--- src/rtl/lamp_fpu_exp2_pkg.sv ---
// lampFPU exp2 shared definitions: field widths, constants, FSM/result enums and mantissa ROM generator.
// Latency: n/a (package).
// Backpressure: n/a (package).
package lamp_fpu_exp2_pkg;

  localparam int LAMP_FLOAT_S_DW = 1;
  localparam int LAMP_FLOAT_E_DW = 8;
  localparam int LAMP_FLOAT_F_DW = 7;

  localparam int EXP2_BIAS      = 127;
  localparam int EXP2_MAX_SHIFT = 6;
  localparam int EXP2_MIN_E     = 120;
  localparam int EXP2_FIX_W     = 16;
  localparam int EXP2_LUT_AW    = 7;

  localparam logic [LAMP_FLOAT_E_DW-1:0] EXP2_E_INF  = 8'hFF;
  localparam logic [LAMP_FLOAT_E_DW-1:0] EXP2_E_ONE  = 8'd127;
  localparam logic [LAMP_FLOAT_F_DW-1:0] EXP2_F_QNAN = 7'h40;

  typedef enum logic [2:0] {ST_IDLE, ST_CONV, ST_LUT, ST_PACK, ST_DONE} exp2_state_t;

  // Result class decided during conversion; SP_NONE means "use the LUT path".
  typedef enum logic [2:0] {SP_NONE, SP_OVF, SP_UNF, SP_NAN, SP_INF, SP_ZERO, SP_ONE} exp2_spec_t;

  // round(2^(r/128)*128) - 128, evaluated with a Q30 Taylor series of exp(r*ln2/128).
  // Only ever called with constant arguments, so it folds to a table at elaboration.
  function automatic logic [6:0] exp2_lut_val(input int unsigned r);
    longint unsigned y;
    longint unsigned term;
    longint unsigned sum;
    logic [63:0]     t;
    y    = (64'(r) * 64'd744261118) >> 7;  // r * ln2 / 128 in Q30
    term = 64'd1 << 30;
    sum  = 64'd1 << 30;
    for (int k = 1; k <= 12; k++) begin
      term = ((term * y) >> 30) / 64'(k);
      sum  = sum + term;
    end
    t = ((sum + (64'd1 << 22)) >> 23) - 64'd128;
    return t[6:0];
  endfunction

endpackage

--- src/rtl/lamp_fpu_exp2_if.sv ---
// Operand/result bundle between the lampFPU datapath and the exp2 unit.
// Latency: n/a (wiring only).
// Backpressure: none; start is level-sampled, result is a one-cycle valid pulse.
interface lamp_fpu_exp2_if;
  import lamp_fpu_exp2_pkg::*;

  logic                       doExp_i;
  logic [LAMP_FLOAT_S_DW-1:0] s_op_i;
  logic [LAMP_FLOAT_E_DW-1:0] e_op_i;
  logic [LAMP_FLOAT_F_DW-1:0] f_op_i;
  logic                       isZ_op_i;
  logic                       isInf_op_i;
  logic                       isSNAN_op_i;
  logic                       isQNAN_op_i;
  logic [LAMP_FLOAT_S_DW-1:0] s_res_o;
  logic [LAMP_FLOAT_E_DW-1:0] e_res_o;
  logic [LAMP_FLOAT_F_DW-1:0] f_res_o;
  logic                       valid_o;
  logic                       isOverflow_o;
  logic                       isUnderflow_o;
  logic                       isToRound_o;

  modport master (
    output doExp_i, s_op_i, e_op_i, f_op_i, isZ_op_i, isInf_op_i, isSNAN_op_i, isQNAN_op_i,
    input  s_res_o, e_res_o, f_res_o, valid_o, isOverflow_o, isUnderflow_o, isToRound_o
  );

  modport slave (
    input  doExp_i, s_op_i, e_op_i, f_op_i, isZ_op_i, isInf_op_i, isSNAN_op_i, isQNAN_op_i,
    output s_res_o, e_res_o, f_res_o, valid_o, isOverflow_o, isUnderflow_o, isToRound_o
  );
endinterface

--- src/rtl/lamp_fpu_exp2_lut.sv ---
// 2^(r/128) mantissa ROM: 7-bit fraction index in, 7-bit stored mantissa (hidden bit dropped) out.
// Latency: combinational.
// Backpressure: none.
module lamp_fpu_exp2_lut
  import lamp_fpu_exp2_pkg::*;
#(
  parameter int LUT_AW = EXP2_LUT_AW
) (
  input  logic [LUT_AW-1:0] addr,
  output logic [6:0]        data
);

  logic [6:0] rom [2**LUT_AW];

  for (genvar i = 0; i < 2**LUT_AW; i++) begin : g_rom
    localparam logic [6:0] VAL = exp2_lut_val(i);
    assign rom[i] = VAL;
  end

  assign data = rom[addr];

endmodule

--- src/rtl/lamp_fpu_exp2.sv ---
// bfloat16 2^x unit: IDLE->CONV->LUT->PACK->DONE; optional RNE conversion via LAMP_FPU_EXP2_RNE_EN.
// Latency: doExp_i sampled at edge k -> valid_o high in the cycle after edge k+4; one op per 5 cycles.
// Backpressure: none; doExp_i is ignored outside IDLE, results hold until the next completion.
module lamp_fpu_exp2
  import lamp_fpu_exp2_pkg::*;
#(
  parameter int LUT_AW = EXP2_LUT_AW
) (
  input logic             clk,
  input logic             rst,
  lamp_fpu_exp2_if.slave  bus
);

  exp2_state_t state, state_nxt;
  logic op_load, conv_en, lut_en, pack_en, out_load;

  // operand, conversion, lookup and pack stage registers
  logic                 op_s, op_z, op_inf, op_nan;
  logic [7:0]           op_e;
  logic [6:0]           op_f;
  logic [15:0]          x_q;
  exp2_spec_t           spec_q;
  logic                 rnd_q;
  logic signed [9:0]    expsum_q;
  logic [6:0]           mant_q;
  logic [7:0]           pk_e;
  logic [6:0]           pk_f;
  logic                 pk_ovf, pk_unf, pk_rnd;

  // FSM state register
  always_ff @(posedge clk) begin
    if (rst) state <= ST_IDLE;
    else     state <= state_nxt;
  end

  // FSM next-state: fixed walk through the stages once started
  always_comb begin
    state_nxt = state;
    case (state)
      ST_IDLE: if (bus.doExp_i) state_nxt = ST_CONV;
      ST_CONV: state_nxt = ST_LUT;
      ST_LUT:  state_nxt = ST_PACK;
      ST_PACK: state_nxt = ST_DONE;
      default: state_nxt = ST_IDLE;
    endcase
  end

  // FSM outputs: one load enable per stage
  always_comb begin
    op_load  = (state == ST_IDLE) && bus.doExp_i;
    conv_en  = (state == ST_CONV);
    lut_en   = (state == ST_LUT);
    pack_en  = (state == ST_PACK);
    out_load = (state == ST_DONE);
  end

  // CONV: class/range decisions and Q8.7 fixed-point conversion of the operand
  logic [7:0]  mant_full;
  logic [20:0] wide;
  logic [13:0] xmag;
  logic [6:0]  dropped;
  logic        inexact;
  exp2_spec_t  spec_c;
  logic [15:0] x_c;

  assign mant_full = {1'b1, op_f};

  always_comb begin
    spec_c  = SP_NONE;
    wide    = '0;
    xmag    = '0;
    dropped = '0;
    inexact = 1'b0;
    if (op_nan)                                          spec_c = SP_NAN;
    else if (op_inf)                                     spec_c = op_s ? SP_ZERO : SP_INF;
    else if (op_z)                                       spec_c = SP_ONE;
    else if (op_e > 8'(EXP2_BIAS + EXP2_MAX_SHIFT))      spec_c = op_s ? SP_UNF : SP_OVF;
    else if (op_e < 8'(EXP2_MIN_E))                      inexact = 1'b1;
    else begin
      wide    = 21'(mant_full) << (op_e - 8'(EXP2_MIN_E));
      xmag    = wide[20:7];
      dropped = wide[6:0];
      inexact = |dropped;
`ifdef LAMP_FPU_EXP2_RNE_EN
      if (dropped[6] && ((|dropped[5:0]) || xmag[0])) xmag = xmag + 14'd1;
`endif
    end
    x_c = op_s ? (16'd0 - {2'b00, xmag}) : {2'b00, xmag};
  end

  // LUT: split X into integer n and fraction r
  logic [6:0]        lut_data;
  logic signed [9:0] expsum_c;

  lamp_fpu_exp2_lut #(.LUT_AW(LUT_AW)) u_lut (
    .addr (x_q[LUT_AW-1:0]),
    .data (lut_data)
  );

  assign expsum_c = $signed({x_q[15], x_q[15:7]}) + 10'sd127;

  // PACK: final exponent/fraction and status flags
  logic [7:0] pk_e_c;
  logic [6:0] pk_f_c;
  logic       pk_ovf_c, pk_unf_c, pk_rnd_c;

  always_comb begin
    pk_e_c   = '0;
    pk_f_c   = '0;
    pk_ovf_c = 1'b0;
    pk_unf_c = 1'b0;
    pk_rnd_c = 1'b0;
    case (spec_q)
      SP_NONE: begin
        pk_rnd_c = rnd_q;
        if (expsum_q >= 10'sd255) begin
          pk_e_c   = EXP2_E_INF;
          pk_ovf_c = 1'b1;
        end else if (expsum_q <= 10'sd0) begin
          pk_unf_c = 1'b1;
        end else begin
          pk_e_c = expsum_q[7:0];
          pk_f_c = mant_q;
        end
      end
      SP_OVF: begin
        pk_e_c   = EXP2_E_INF;
        pk_ovf_c = 1'b1;
      end
      SP_UNF:  pk_unf_c = 1'b1;
      SP_NAN: begin
        pk_e_c = EXP2_E_INF;
        pk_f_c = EXP2_F_QNAN;
      end
      SP_INF:  pk_e_c = EXP2_E_INF;
      SP_ONE:  pk_e_c = EXP2_E_ONE;
      default: pk_e_c = '0;
    endcase
  end

  // datapath and output registers; reset clears everything including results
  always_ff @(posedge clk) begin
    if (rst) begin
      {op_s, op_z, op_inf, op_nan, op_e, op_f} <= '0;
      x_q               <= '0;
      spec_q            <= SP_NONE;
      rnd_q             <= 1'b0;
      expsum_q          <= '0;
      mant_q            <= '0;
      {pk_e, pk_f}      <= '0;
      {pk_ovf, pk_unf, pk_rnd} <= '0;
      bus.s_res_o       <= '0;
      bus.e_res_o       <= '0;
      bus.f_res_o       <= '0;
      bus.valid_o       <= 1'b0;
      bus.isOverflow_o  <= 1'b0;
      bus.isUnderflow_o <= 1'b0;
      bus.isToRound_o   <= 1'b0;
    end else begin
      bus.valid_o <= out_load;
      if (op_load) begin
        op_s   <= bus.s_op_i[0];
        op_e   <= bus.e_op_i;
        op_f   <= bus.f_op_i;
        op_z   <= bus.isZ_op_i;
        op_inf <= bus.isInf_op_i;
        op_nan <= bus.isSNAN_op_i | bus.isQNAN_op_i;
      end
      if (conv_en) begin
        x_q    <= x_c;
        spec_q <= spec_c;
        rnd_q  <= inexact;
      end
      if (lut_en) begin
        expsum_q <= expsum_c;
        mant_q   <= lut_data;
      end
      if (pack_en) begin
        pk_e   <= pk_e_c;
        pk_f   <= pk_f_c;
        pk_ovf <= pk_ovf_c;
        pk_unf <= pk_unf_c;
        pk_rnd <= pk_rnd_c;
      end
      if (out_load) begin
        bus.s_res_o       <= '0;
        bus.e_res_o       <= pk_e;
        bus.f_res_o       <= pk_f;
        bus.isOverflow_o  <= pk_ovf;
        bus.isUnderflow_o <= pk_unf;
        bus.isToRound_o   <= pk_rnd;
      end
    end
  end

endmodule
--- src/flat_wrapper.sv ---
// flat-port wrapper written by rule: the top's interface ports become plain ports
module lamp_fpu_exp2_flat import lamp_fpu_exp2_pkg::*;
#(
  parameter int LUT_AW = EXP2_LUT_AW
)
  (clk, rst, bus_doExp_i, bus_s_op_i, bus_e_op_i, bus_f_op_i, bus_isZ_op_i, bus_isInf_op_i, bus_isSNAN_op_i, bus_isQNAN_op_i, bus_s_res_o, bus_e_res_o, bus_f_res_o, bus_valid_o, bus_isOverflow_o, bus_isUnderflow_o, bus_isToRound_o);
  lamp_fpu_exp2_if bus_i ();
  input logic clk;
  input logic rst;
  input wire logic [$bits(bus_i.doExp_i)-1:0] bus_doExp_i;
  input wire logic [$bits(bus_i.s_op_i)-1:0] bus_s_op_i;
  input wire logic [$bits(bus_i.e_op_i)-1:0] bus_e_op_i;
  input wire logic [$bits(bus_i.f_op_i)-1:0] bus_f_op_i;
  input wire logic [$bits(bus_i.isZ_op_i)-1:0] bus_isZ_op_i;
  input wire logic [$bits(bus_i.isInf_op_i)-1:0] bus_isInf_op_i;
  input wire logic [$bits(bus_i.isSNAN_op_i)-1:0] bus_isSNAN_op_i;
  input wire logic [$bits(bus_i.isQNAN_op_i)-1:0] bus_isQNAN_op_i;
  output wire logic [$bits(bus_i.s_res_o)-1:0] bus_s_res_o;
  output wire logic [$bits(bus_i.e_res_o)-1:0] bus_e_res_o;
  output wire logic [$bits(bus_i.f_res_o)-1:0] bus_f_res_o;
  output wire logic [$bits(bus_i.valid_o)-1:0] bus_valid_o;
  output wire logic [$bits(bus_i.isOverflow_o)-1:0] bus_isOverflow_o;
  output wire logic [$bits(bus_i.isUnderflow_o)-1:0] bus_isUnderflow_o;
  output wire logic [$bits(bus_i.isToRound_o)-1:0] bus_isToRound_o;
  assign bus_i.doExp_i = bus_doExp_i;
  assign bus_i.s_op_i = bus_s_op_i;
  assign bus_i.e_op_i = bus_e_op_i;
  assign bus_i.f_op_i = bus_f_op_i;
  assign bus_i.isZ_op_i = bus_isZ_op_i;
  assign bus_i.isInf_op_i = bus_isInf_op_i;
  assign bus_i.isSNAN_op_i = bus_isSNAN_op_i;
  assign bus_i.isQNAN_op_i = bus_isQNAN_op_i;
  assign bus_s_res_o = bus_i.s_res_o;
  assign bus_e_res_o = bus_i.e_res_o;
  assign bus_f_res_o = bus_i.f_res_o;
  assign bus_valid_o = bus_i.valid_o;
  assign bus_isOverflow_o = bus_i.isOverflow_o;
  assign bus_isUnderflow_o = bus_i.isUnderflow_o;
  assign bus_isToRound_o = bus_i.isToRound_o;
  lamp_fpu_exp2 #(.LUT_AW(LUT_AW)) u_core (.clk(clk), .rst(rst), .bus(bus_i));
endmodule
--- config.mk ---
export PLATFORM = sky130hd
export DESIGN_NAME = lamp_fpu_exp2_flat
export DESIGN_NICKNAME = d
export VERILOG_FILES = /design/src/rtl/lamp_fpu_exp2_pkg.sv /design/src/rtl/lamp_fpu_exp2_if.sv /design/src/rtl/lamp_fpu_exp2_lut.sv /design/src/rtl/lamp_fpu_exp2.sv /design/src/flat_wrapper.sv
export SDC_FILE = /design/constraint.sdc
export NUM_CORES = 1
export LEC_CHECK = 0
export CORE_UTILIZATION = 47
export CTS_BUF_LIST = sky130_fd_sc_hd__clkbuf_8
export DETAILED_ROUTE_END_ITERATION = 6
export GPL_TIMING_DRIVEN = 0
export HOLD_SLACK_MARGIN = 0.02
export PLACE_DENSITY = 0.71
export SETUP_SLACK_MARGIN = 0.15
export SLEW_MARGIN = 20
export SYNTH_ARGS = -nofsm -noshare
export SYNTH_HDL_FRONTEND = slang
export SYNTH_SLANG_ARGS = --single-unit
--- constraint.sdc ---
create_clock -name clk -period 9.2 [get_ports clk]
set_clock_uncertainty 0.15 [all_clocks]
set_input_delay 1.84 -clock clk [delete_from_list [all_inputs] [get_ports clk]]
set_output_delay 1.84 -clock clk [all_outputs]
set_load 0.1 [all_outputs]
======== Yosys cells after proc, flatten, opt, wreduce, memory -nomap -nowiden ========
Memories as Yosys holds them, arrays and structs flattened. A register that Yosys moved wholly into a read port is not among the register bits.
Cells that the tools add are included.
operators by class
  add/subtract/negate cells ............... 3
  $lt $le $gt $ge ......................... 4
  equal/unequal tests ..................... 10
  shift operators ......................... 1
  mux-type cells .......................... 31
  bitwise operators ....................... 2
  reductions and logical operators ........ 5
operators by type and width
  operator                 count
  $mux W14                 5
  $pmux W8 S3              1
  $shl A8 B8 Y21           1
  $mux W16                 1
  $mux W8                  2
  $mux W3                  5
  $sub A1 B14 Y15 const A  1
  $mux W7                  2
  $pmux W7 S2              1
  $eq A3 B2 Y1 const B     4
  $pmux W3 S4              1
  $add A9 B8 Y10 const B   1
  $ge A10 B9 Y1 const B    1
  $le A10 B1 Y1 const B    1
  $mux W1                  10
  $eq A3 B3 Y1 const B     3
  $gt A8 B8 Y1 const B     1
  $lt A8 B7 Y1 const B     1
  $not A7 Y8               1
  $sub A8 B7 Y8 const B    1
  $reduce_or A7 Y1         1
  $eq A3 B1 Y1 const B     2
  $logic_not A3 Y1         2
  $pmux W1 S2              2
  5 further kinds          5
word-level totals
  bits in registers ....................... 89
  bits in read-only memories .............. 896
  output and inout bits ................... 20
  memories kept ........................... 1
memories
  name              depth  bits a word  read ports  clocked after memory_dff  write ports  RTL line                 source
  (name not given)  128    7            1           1                         0            lamp_fpu_exp2_lut.sv:20  assign data = rom[addr];

======== Logic depth before layout (Yosys ltp) ========
Gate-level depths: netlist of the first run.
  word-level depth ........................ 9
  mapped depth ............................ 13
  gate-level depth less buffers ........... 12

======== By module ========
Synthesis of the first run repeated with hierarchy kept, for this count alone.
second synthesis, totals
  cells, all modules ...................... 841
  area total of the unflattened synthesis .. 6404.9 um2
by module, submodules not included
  module             times used  cells each  area each (um2)  sequential area each (um2)
  lamp_fpu_exp2      1           671         5221.3           1901.8
  lamp_fpu_exp2_lut  1           170         1183.6           0.0

======== Worst setup path before layout of the first run ========
No wires, ideal clock.
  path kind ............................... input-to-reg
  from .................................... input port bus_doExp_i
  to ...................................... register u_core.op_e[7]
  setup time .............................. 0.070 ns
  arrival time ............................ 3.193 ns
  data required time ...................... 8.980 ns
  path slack .............................. 5.787 ns
  stages on the path ...................... 4
  cell sequence ........................... nor4b_1 clkbuf_1 nand2_1 a21oi_1
on the way
  word-level cells in the longest chain between the ends .. 1
ends and longest elaborated chain
  element                 RTL line              source
  start: declaration      flat_wrapper.sv:10    input wire logic [$bits(bus_i.doExp_i)-1:0] bus_doExp_i;
  $logic_and A1 B1 Y1     lamp_fpu_exp2.sv:50   op_load = (state == ST_IDLE) && bus.doExp_i;
  end signal: assignment  lamp_fpu_exp2.sv:163  op_e <= bus.e_op_i;
  end: declaration        lamp_fpu_exp2.sv:19   logic [7:0] op_e;
Every way passes these cells.
A chain may end at the register's enable or synchronous reset.

======== Final worst setup path of the first run ========
  from .................................... register u_core.bus.f_res_o[2]
  to ...................................... output port bus_f_res_o[2]
RTL lines
  element                   RTL line                source
  start: declaration        lamp_fpu_exp2_if.sv:30  output s_res_o, e_res_o, f_res_o, valid_o, isOverflow_o, isUnderflow_o, isToRound_o
  start signal: assignment  lamp_fpu_exp2.sv:188    bus.f_res_o <= pk_f;
  end: declaration          flat_wrapper.sv:20      output wire logic [$bits(bus_i.f_res_o)-1:0] bus_f_res_o;
No word-level cell between the ends.

==> results_dict.tcl, run 1 <==
set metrics [dict create \
    outcome "complete, no violations" \
    post_cts_buffers 0 \
    clockBufferDepth 2 \
    clk_pin_slew_ns 0.10 \
    setup_violations 0 \
    drc 0 \
    numPortBuffers 40 \
    gr-total-overflow 0 \
    cts_hold_buf 0 \
    area_growth_syn_to_layout_pct 14.1 \
    grt_max_degree 18 \
    cts_root_buf "clkbuf_8" \
    synth-seq-cells 95 \
    syn_inst 815 \
    yosysSeqAreaShare 0.312 \
    crit_type "flop to primary output" \
    final_hold_viol_count 0 \
    multi_input_area_mm2 0.00380 \
    crit_slowest_cell "clkdlybuf4s50_1" \
    crit_fanout 2 \
    syn_area_mm2 0.00610 \
    slew_headroom 0.354 \
    route.vias.total 5995 \
    gp_congestion 0.970 \
    crit_buf_inv 1 \
    finalPower_mw 1.03 \
    critical_path.max_stage_delay_ns 1.13 \
    ys_top_cells_by_area "dfxtp_1 (31%), nand2_1 (8.4%), a21oi_1 (7.7%), nor2_1 (4.7%), o21ai_0 (4.0%)" \
    p_per_area_mw_per_mm2 147 \
    dieArea_mm2 0.0134 \
    timing.fmax_mhz 260 \
    fin_setup_tns_ns 0 \
    dp_hpwl_um 11900 \
    synth_edf_count 0 \
    antenna_found_initial 0 \
    end_kind "primary output" \
    cap_violations 0 \
    synth-main-ff-cell "dfxtp_1" \
    syn_nets 853 \
    drt_iter0_drc 480 \
    drv_slew 0 \
    avgSynthCellArea_um2 7.49 \
    whs_path_depth 2 \
    h-tree-depth 3 \
    wl_um 16100 \
    ant_nets 0 \
    netlist.top_cell.by_area "dfxtp_1" \
    rsz0062_at_grt "false" \
    regArea_mm2 0.00190 \
    worstRegToRegCells 12 \
    yosys_warnings 0 \
    core_area_mm2 0.0126 \
    io_pins 43 \
    required_ns 7.21 \
    peakVddDrop_mv 0.0677 \
    cts_resized 0 \
    grt.total_usage 0.251 \
    hp-class "flop to flop" \
    cts_sinks 95 \
    timing.final.crit_share 0.418 \
    cp.depth 1 \
    cp-start-kind "flop" \
    cp_top_family "buffers and inverters" \
    period_needed_ns 3.84 \
    dieHeight_um 116 \
    insertion_delay_ns 0.38 \
    worst_pin_slew_ns 0.966 \
    viasPerCell 5.74 \
    die_w_um 116 \
    fin_nets 905 \
    firstDrtPassIters 5 \
    initial_core_util 0.484 \
    cts_buffers 9 \
    leakage_nw 2.40 \
    wl_per_cell_um 15.5 \
    fillers 1222 \
    yosysTopAreaCellShare 0.312 \
    diodes 0 \
    drive_gt1_frac 0.0780 \
    cts_tree "done" \
    cp.arrival_ns 1.85 \
    grt_pass1_vias 5382 \
    synth_cell_types 84 \
    grt_pass1_wl_um 26800 \
    async_flop_share 0 \
    cp_cell_sequence "clkdlybuf4s50_1" \
    row_count 41 \
]
path summary, 6_finish.rpt:
| check | from | end | slack (ns) |
|---|---|---|---|
| min reg2reg | u_core.pk_e[2]$_SDFFE_PP0P_ | u_core.bus.e_res_o[2]$_SDFFE_PP0P_ | 0.30 |
| max reg2reg | u_core.op_e[7]$_SDFFE_PP0P_ | u_core.x_q[12]$_SDFFE_PP0P_ | 5.64 |
| max | u_core.bus.f_res_o[2]$_SDFFE_PP0P_ | bus_f_res_o[2] | 5.36 |
| min | u_core.pk_e[2]$_SDFFE_PP0P_ | u_core.bus.e_res_o[2]$_SDFFE_PP0P_ | 0.30 |
area by class of cell:
type                    instances  share of cell area
well taps                     172              0.0309
clock inverters                 6              0.0142
flip-flops and latches         95               0.273
plain buffers                  63              0.0463
inverters                      22              0.0119
repair buffers                 41              0.0582
multi-input cells             635               0.546
clock buffers                  10              0.0198
metal layers:
metal / track usage / routed length, um / vias to the layer above
met1: 0.318 / 7250 / 2737
met2: 0.433 / 7690 / 211
met5: 0 / 0 / -
met4: 0.0812 / 351 / 0
met3: 0.0403 / 844 / 33
li1: - / - / 3014
through the flow:
step / setup slack [ns] / instances / area [um2] / utilization / hold slack, ns
3_3_place_gp: 4.18 / 1027 / 6720 / 0.532 / 0.289
2_1_floorplan: 5.79 / 815 / 6100 / - / 0.282
5_1_grt: 5.29 / 1044 / 6970 / 0.552 / 0.317
3_5_place_dp: 5.39 / 1028 / 6730 / 0.533 / 0.294
6_report: 5.36 / 1044 / 6970 / 0.552 / 0.303
4_1_cts: 5.33 / 1044 / 6970 / 0.552 / 0.306
placed cells by master, fill, tap and decap left out, types with 11 or more instances in the layout:
| master | count |
|---|---|
| clkbuf_8 | 14 |
| a211oi_1 | 19 |
| dfxtp_1 | 95 |
| mux2i_1 | 13 |
| nand3_1 | 13 |
| nor2_1 | 77 |
| inv_1 | 20 |
| a31oi_1 | 11 |
| clkdlybuf4s50_1 | 40 |
| o21ai_0 | 49 |
| nand2_1 | 137 |
| nor2b_1 | 19 |
| ha_1 | 15 |
| a21oi_1 | 94 |
| nor3_1 | 18 |
| clkbuf_1 | 43 |
state kept, by name, summed over array words and instances (netlist names), 3 cells and up:
signal,cells
u_core.bus.e_res_o,8
u_core.bus.f_res_o,7
u_core.expsum_q,10
u_core.mant_q,7
u_core.op_e,8
u_core.op_f,7
u_core.pk_e,8
u_core.pk_f,7
u_core.spec_q,3
u_core.state,3
u_core.x_q,15
power by group:
group / internal (mW) / leakage (nW) / switching (mW) / total [mW]
sequential: 0.431 / 0.771 / 0.0243 / 0.456
clock: 0.165 / 0.117 / 0.159 / 0.325
combinational: 0.0956 / 1.51 / 0.150 / 0.245
cell families (layout without fill, tap and decap cells):
kind of cell,Yosys count,count (layout),share of synthesized area
other cells,1,1,0.000615
compound gates,253,253,0.265
xor+xnor,16,16,0.0230
fa+ha+maj,15,15,0.0308
buf+inv,85,142,0.0664
mux,26,26,0.0527
simple gates,324,324,0.250
flops,95,95,0.312
synth_stat cells (5+ instances only):
| library cell | n |
|---|---|
| a211oi_1 | 19 |
| a21oi_1 | 94 |
| a22oi_1 | 10 |
| a311oi_1 | 5 |
| a31oi_1 | 11 |
| buf_1 | 5 |
| clkbuf_1 | 43 |
| dfxtp_1 | 95 |
| ha_1 | 15 |
| inv_1 | 20 |
| mux2_2 | 9 |
| mux2i_1 | 13 |
| nand2_1 | 137 |
| nand2b_1 | 6 |
| nand3_1 | 13 |
| nand3b_1 | 5 |
| nand4_1 | 5 |
| nor2_1 | 77 |
| nor2b_1 | 19 |
| nor3_1 | 18 |
| nor3b_1 | 5 |
| o211ai_1 | 10 |
| o21ai_0 | 49 |
| o22ai_1 | 7 |
| o31ai_1 | 5 |
| xnor2_1 | 9 |
| xor2_1 | 7 |
Note: power is estimated with default switching activity, not from simulation.
==> run 2, diff against run 1 <==
- clock period: 9.2 -> 3.8 ns (I/O delays scaled with it)
==> run 2 against run 1 <==
Sequential share of layout area hardly changed. First-iteration DRC count is 4.0% lower. Register-to-register slack worse by 5.2 ns. Clock-buffer cell count stayed put. Clock power is 140% higher. Cell area hardly changed. Cell count stayed put. Hold slack worse by 0.00054 ns. Sequential power is 140% higher. Critical path type is now flop to flop. Largest cell class unchanged.
==> results_dict.tcl, run 2 (synthesized netlist as in run 1, its figures left out) <==
set metrics [dict create \
    p_int_mw 1.68 \
    critical_path.max_stage_delay_ns 0.47 \
    p_per_area_mw_per_mm2 356 \
    dieArea_mm2 0.0134 \
    antenna_found_initial 0 \
    dp_hpwl_um 11900 \
    final_common_cell "nand2_1" \
    clkPwrFrac 0.317 \
    row_count 41 \
    gr-total-overflow 0 \
    combPwrFrac 0.239 \
    initial_core_util 0.484 \
    cts_sinks 95 \
    cts_buffers 9 \
    slew_headroom 0.354 \
    drt_iter0_drc 461 \
    fillers 1225 \
    setup_violations 0 \
    fin_setup_tns_ns 0 \
    drive_gt1_frac 0.0803 \
    rsz0062_at_grt "false" \
    cts_hold_buf 0 \
    die_w_um 116 \
    gp_congestion 0.970 \
    crit_type "flop to flop" \
    cts_root_buf "clkbuf_8" \
    viasPerCell 5.77 \
    grt_pass1_wl_um 26800 \
    drc 0 \
    grt_pass1_vias 5382 \
    io_pins 43 \
    timing.final.crit_share 0.881 \
    area_growth_syn_to_layout_pct 14.2 \
    finalPower_mw 2.48 \
    place_area_mm2 0.00673 \
    leakage_nw 2.40 \
    clk_pin_slew_ns 0.10 \
    cap_violations 0 \
    cts_tree "done" \
    final_hold_viol_count 0 \
    timing.fmax_mhz 299 \
    clockBufferDepth 2 \
    grt.total_usage 0.251 \
    swShare 0.325 \
    hp-class "flop to flop" \
    largest_reg_flops 15 \
    dieHeight_um 116 \
    peakVddDrop_mv 0.165 \
    crit_fanout 10 \
    final_area_mm2 0.00697 \
    outcome "complete, no violations" \
    ant_nets 0 \
    end_kind "flop" \
    cp_cell_sequence "buf_4 -> or3b_2 -> o22ai_1 -> nand2_2 -> nor2_1 -> clkbuf_2 -> nand3_1 -> ha_1 -> or2b_2 -> a2111oi_1 -> or3_2 -> a311oi_1" \
    worst_pin_slew_ns 0.966 \
    period_needed_ns 3.35 \
    core_area_mm2 0.0126 \
    power.switching_mw 0.807 \
    fin_nets 905 \
    reg_top3 "u_core.x_q: 15 flops, u_core.expsum_q: 10 flops" \
    crit_slowest_cell "or3b_2" \
    numPortBuffers 40 \
    wl_um 16100 \
    required_ns 3.94 \
    grt_max_degree 18 \
    sequentialPowerShare 0.444 \
    firstDrtPassIters 7 \
    top_register "u_core.x_q" \
    drv_slew 0 \
    cp.arrival_ns 3.48 \
    cp-start-kind "flop" \
    wl_per_cell_um 15.4 \
    route.vias.total 6025 \
    insertion_delay_ns 0.38 \
    diodes 0 \
    h-tree-depth 3 \
    final_cell_mix "nand2_1 (136), dfxtp_1 (95), a21oi_1 (94)" \
]
-- run 2: cell count changes in the layout (fill, tap and decap cells not counted) --
cell      change
clkbuf_1      -1
nand2_1       -1
clkbuf_2      +1
nand2_2       +1
-- run 2: what timing repair did --
action | 4_1_cts | 5_1_grt
endpoints found under the setup margin | 0 | 1
gates resized for setup | 0 | 3
buffers inserted | 0 | 0
hold endpoints to repair | 0 | 0
-- run 2: metrics by stage --
stage	hold WS, ns	util	setup WS [ns]	std cells
after floorplan	0.282	-	0.686	815
after global placement	0.289	0.532	-0.137	1027
after detailed placement	0.294	0.533	0.299	1028
after CTS	0.306	0.552	0.271	1044
after global routing	0.317	0.552	0.163	1044
final	0.302	0.552	0.453	1044
-- run 2: area by class of cell --
type	count	area [um2]	share of cell area
multi-input combinational	635	3800	0.546
sequential	95	1900	0.273
timing repair buffer	41	405	0.0582
buffer	63	324	0.0465
tap	172	215	0.0309
clock buffer	10	138	0.0197
clock inverter	6	98.8	0.0142
inverter	22	82.6	0.0118
-- run 2: path summary, 6_finish.rpt --
kind,start,end,slack [ns],depth (start not counted)
worst max-delay path,u_core.op_e[7]$_SDFFE_PP0P_,u_core.x_q[12]$_SDFFE_PP0P_,0.45,12
worst min-delay path,u_core.pk_e[2]$_SDFFE_PP0P_,u_core.bus.e_res_o[2]$_SDFFE_PP0P_,0.30,2
worst max register to register,u_core.op_e[7]$_SDFFE_PP0P_,u_core.x_q[12]$_SDFFE_PP0P_,0.45,12
worst min register to register,u_core.pk_e[2]$_SDFFE_PP0P_,u_core.bus.e_res_o[2]$_SDFFE_PP0P_,0.30,2
-- run 2: worst max-delay path, delay by kind of cell (launching register included) --
kind / cells / cell delay, ns
buffers and inverters: 2 / 0.40
AOI/OAI and AO/OA: 3 / 0.57
and+or+nand+nor: 6 / 1.56
DFF: 1 / 0.32
adders and majority gates: 1 / 0.28
-- run 2: power groups by stage --
stage / Sequential [mW] / Clock [mW] / Combinational, mW
after global routing: 1.11 / 0.837 / 0.661
after floorplan: 1.11 / 0 / 0.439
final: 1.10 / 0.786 / 0.594
after CTS: 1.10 / 0.801 / 0.587
after global placement: 1.12 / 0 / 0.581
after detailed placement: 1.12 / 0 / 0.584
-- run 2: routing by layer --
metal	global-route usage	wire length, um	up-vias
li1	-	-	3016
met1	0.318	7040	2754
met2	0.433	7740	223
met3	0.0403	986	32
met4	0.0812	353	0
met5	0	0	-
==> run 3, diff against run 2 <==
- GPL_TIMING_DRIVEN: 0 -> default
==> run 3 against run 2 <==
Critical path depth fell by 2. Wire length is 8.8% lower. Clock power fell by 14%. Hold slack improved by 0.0024 ns. Sequential power about the same. Sequential share of layout area grew 1.1 points. Power fell by 6.1%. Die area unchanged. Combinational power fell by 11%. Largest cell class unchanged. Largest power group unchanged. Highest routed layer unchanged.
==> results_dict.tcl, run 3 (synthesized netlist as in run 1, its figures left out) <==
set metrics [dict create \
    final_area_mm2 0.00671 \
    place_inst 979 \
    clk_pin_slew_ns 0.09 \
    hp-class "flop to flop" \
    worst_pin_slew_ns 0.963 \
    instances_no_fill 994 \
    crit_slowest_cell "dfxtp_1" \
    drc 0 \
    die_w_um 116 \
    route.vias.total 5792 \
    crit_type "flop to flop" \
    wl_per_cell_um 14.8 \
    critical_path.max_stage_delay_ns 0.49 \
    fin_setup_tns_ns 0 \
    numPortBuffers 41 \
    cts_tree "done" \
    cp.arrival_ns 3.47 \
    drt_iter0_drc 400 \
    io_pins 43 \
    gr-total-overflow 0 \
    gp_congestion 0.960 \
    viasPerCell 5.83 \
    setup_violations 0 \
    timing.final.crit_share 0.877 \
    grt.total_usage 0.226 \
    leakage_nw 2.31 \
    grt_pass1_wl_um 24600 \
    largest_reg_flops 15 \
    crit_fanout 9 \
    final_cell_mix "nand2_1 (137), a21oi_1 (94), dfxtp_1 (94)" \
    clockBufferDepth 2 \
    slew_headroom 0.356 \
    dieArea_mm2 0.0134 \
    dieHeight_um 116 \
    utilization 0.531 \
    cts_buffers 9 \
    period_needed_ns 3.33 \
    insertion_delay_ns 0.37 \
    diodes 0 \
    p_per_area_mw_per_mm2 348 \
    core_area_mm2 0.0126 \
    wl_um 14700 \
    post_cts_buffers 0 \
    dp_hpwl_um 10600 \
    initial_core_util 0.484 \
    drv_slew 0 \
    cts_root_buf "clkbuf_8" \
    area_growth_syn_to_layout_pct 9.88 \
    grt_max_degree 47 \
    drive_gt1_frac 0.0815 \
    cts_hold_buf 0 \
    row_count 41 \
    cap_violations 0 \
    timing.fmax_mhz 300 \
    reg_top3 "u_core.x_q: 15 flops, u_core.expsum_q: 10 flops" \
    ant_nets 0 \
    outcome "complete, no violations" \
    final_common_cell "nand2_1" \
    firstDrtPassIters 5 \
    grt_pass1_vias 5317 \
    cts_sinks 95 \
    place_area_mm2 0.00651 \
    required_ns 3.93 \
    top_register "u_core.x_q" \
    end_kind "flop" \
    antenna_found_initial 0 \
    rsz0062_at_grt "false" \
    cp_cell_sequence "or3b_2 -> o22ai_1 -> nand2_1 -> nor2_1 -> nand3_1 -> ha_1 -> or2b_2 -> a2111oi_1 -> or3_2 -> a311oi_1" \
    fin_nets 856 \
    peakVddDrop_mv 0.186 \
    final_hold_viol_count 0 \
    finalPower_mw 2.33 \
    cp-start-kind "flop" \
    h-tree-depth 3 \
]
## run 3: through the flow
step / setup WS, ns / hold slack [ns]
3_3_place_gp: 0.531 / 0.289
4_1_cts: 0.427 / 0.308
3_5_place_dp: 0.460 / 0.294
2_1_floorplan: 0.686 / 0.282
5_1_grt: 0.290 / 0.324
6_report: 0.467 / 0.305
## run 3: where the power goes
group	internal (mW)	total (mW)	switching (mW)	leakage, nW
Clock	0.308	0.676	0.368	0.102
Sequential	1.04	1.13	0.0826	0.772
Combinational	0.214	0.528	0.315	1.43
Total	1.57	2.33	0.765	2.31
## run 3: final timing paths
| kind | start | to | slack, ns | cells past startpoint |
|---|---|---|---|---|
| worst min-delay path | u_core.pk_e[2]$_SDFFE_PP0P_ | u_core.bus.e_res_o[2]$_SDFFE_PP0P_ | 0.30 | 2 |
| worst min register to register | u_core.pk_e[2]$_SDFFE_PP0P_ | u_core.bus.e_res_o[2]$_SDFFE_PP0P_ | 0.30 | 2 |
| worst max register to register | u_core.op_e[7]$_SDFFE_PP0P_ | u_core.x_q[12]$_SDFFE_PP0P_ | 0.47 | 10 |
| worst max-delay path | u_core.op_e[7]$_SDFFE_PP0P_ | u_core.x_q[12]$_SDFFE_PP0P_ | 0.47 | 10 |
## run 3: layer usage
metal  routed length (um)  GRT usage  part of all wire
met1                 6590      0.283              0.45
met5                    0          0                 0
met3                  578     0.0345             0.039
met2                 7230      0.394              0.49
met4                  295     0.0795             0.020
## run 3: worst max-delay path: cells and delay by family (launching register included)
family / cells / cell delay (ns)
simple gates: 6 / 1.82
compound gates: 3 / 0.52
flops: 1 / 0.49
fa+ha+maj: 1 / 0.27
## run 3: layout make-up
class	count	area, um2
clock buffers	9	124
clock inverters	6	68.8
fillers	1283	5910
inverters	22	82.6
multi-input cells	635	3800
flip-flops and latches	95	1900
well taps	172	215
repair buffers	55	510
## run 3: timing repair
action	CTS	global route
endpoints found under the hold margin	0	0
resized for setup	0	1
endpoints found under the setup margin	0	2
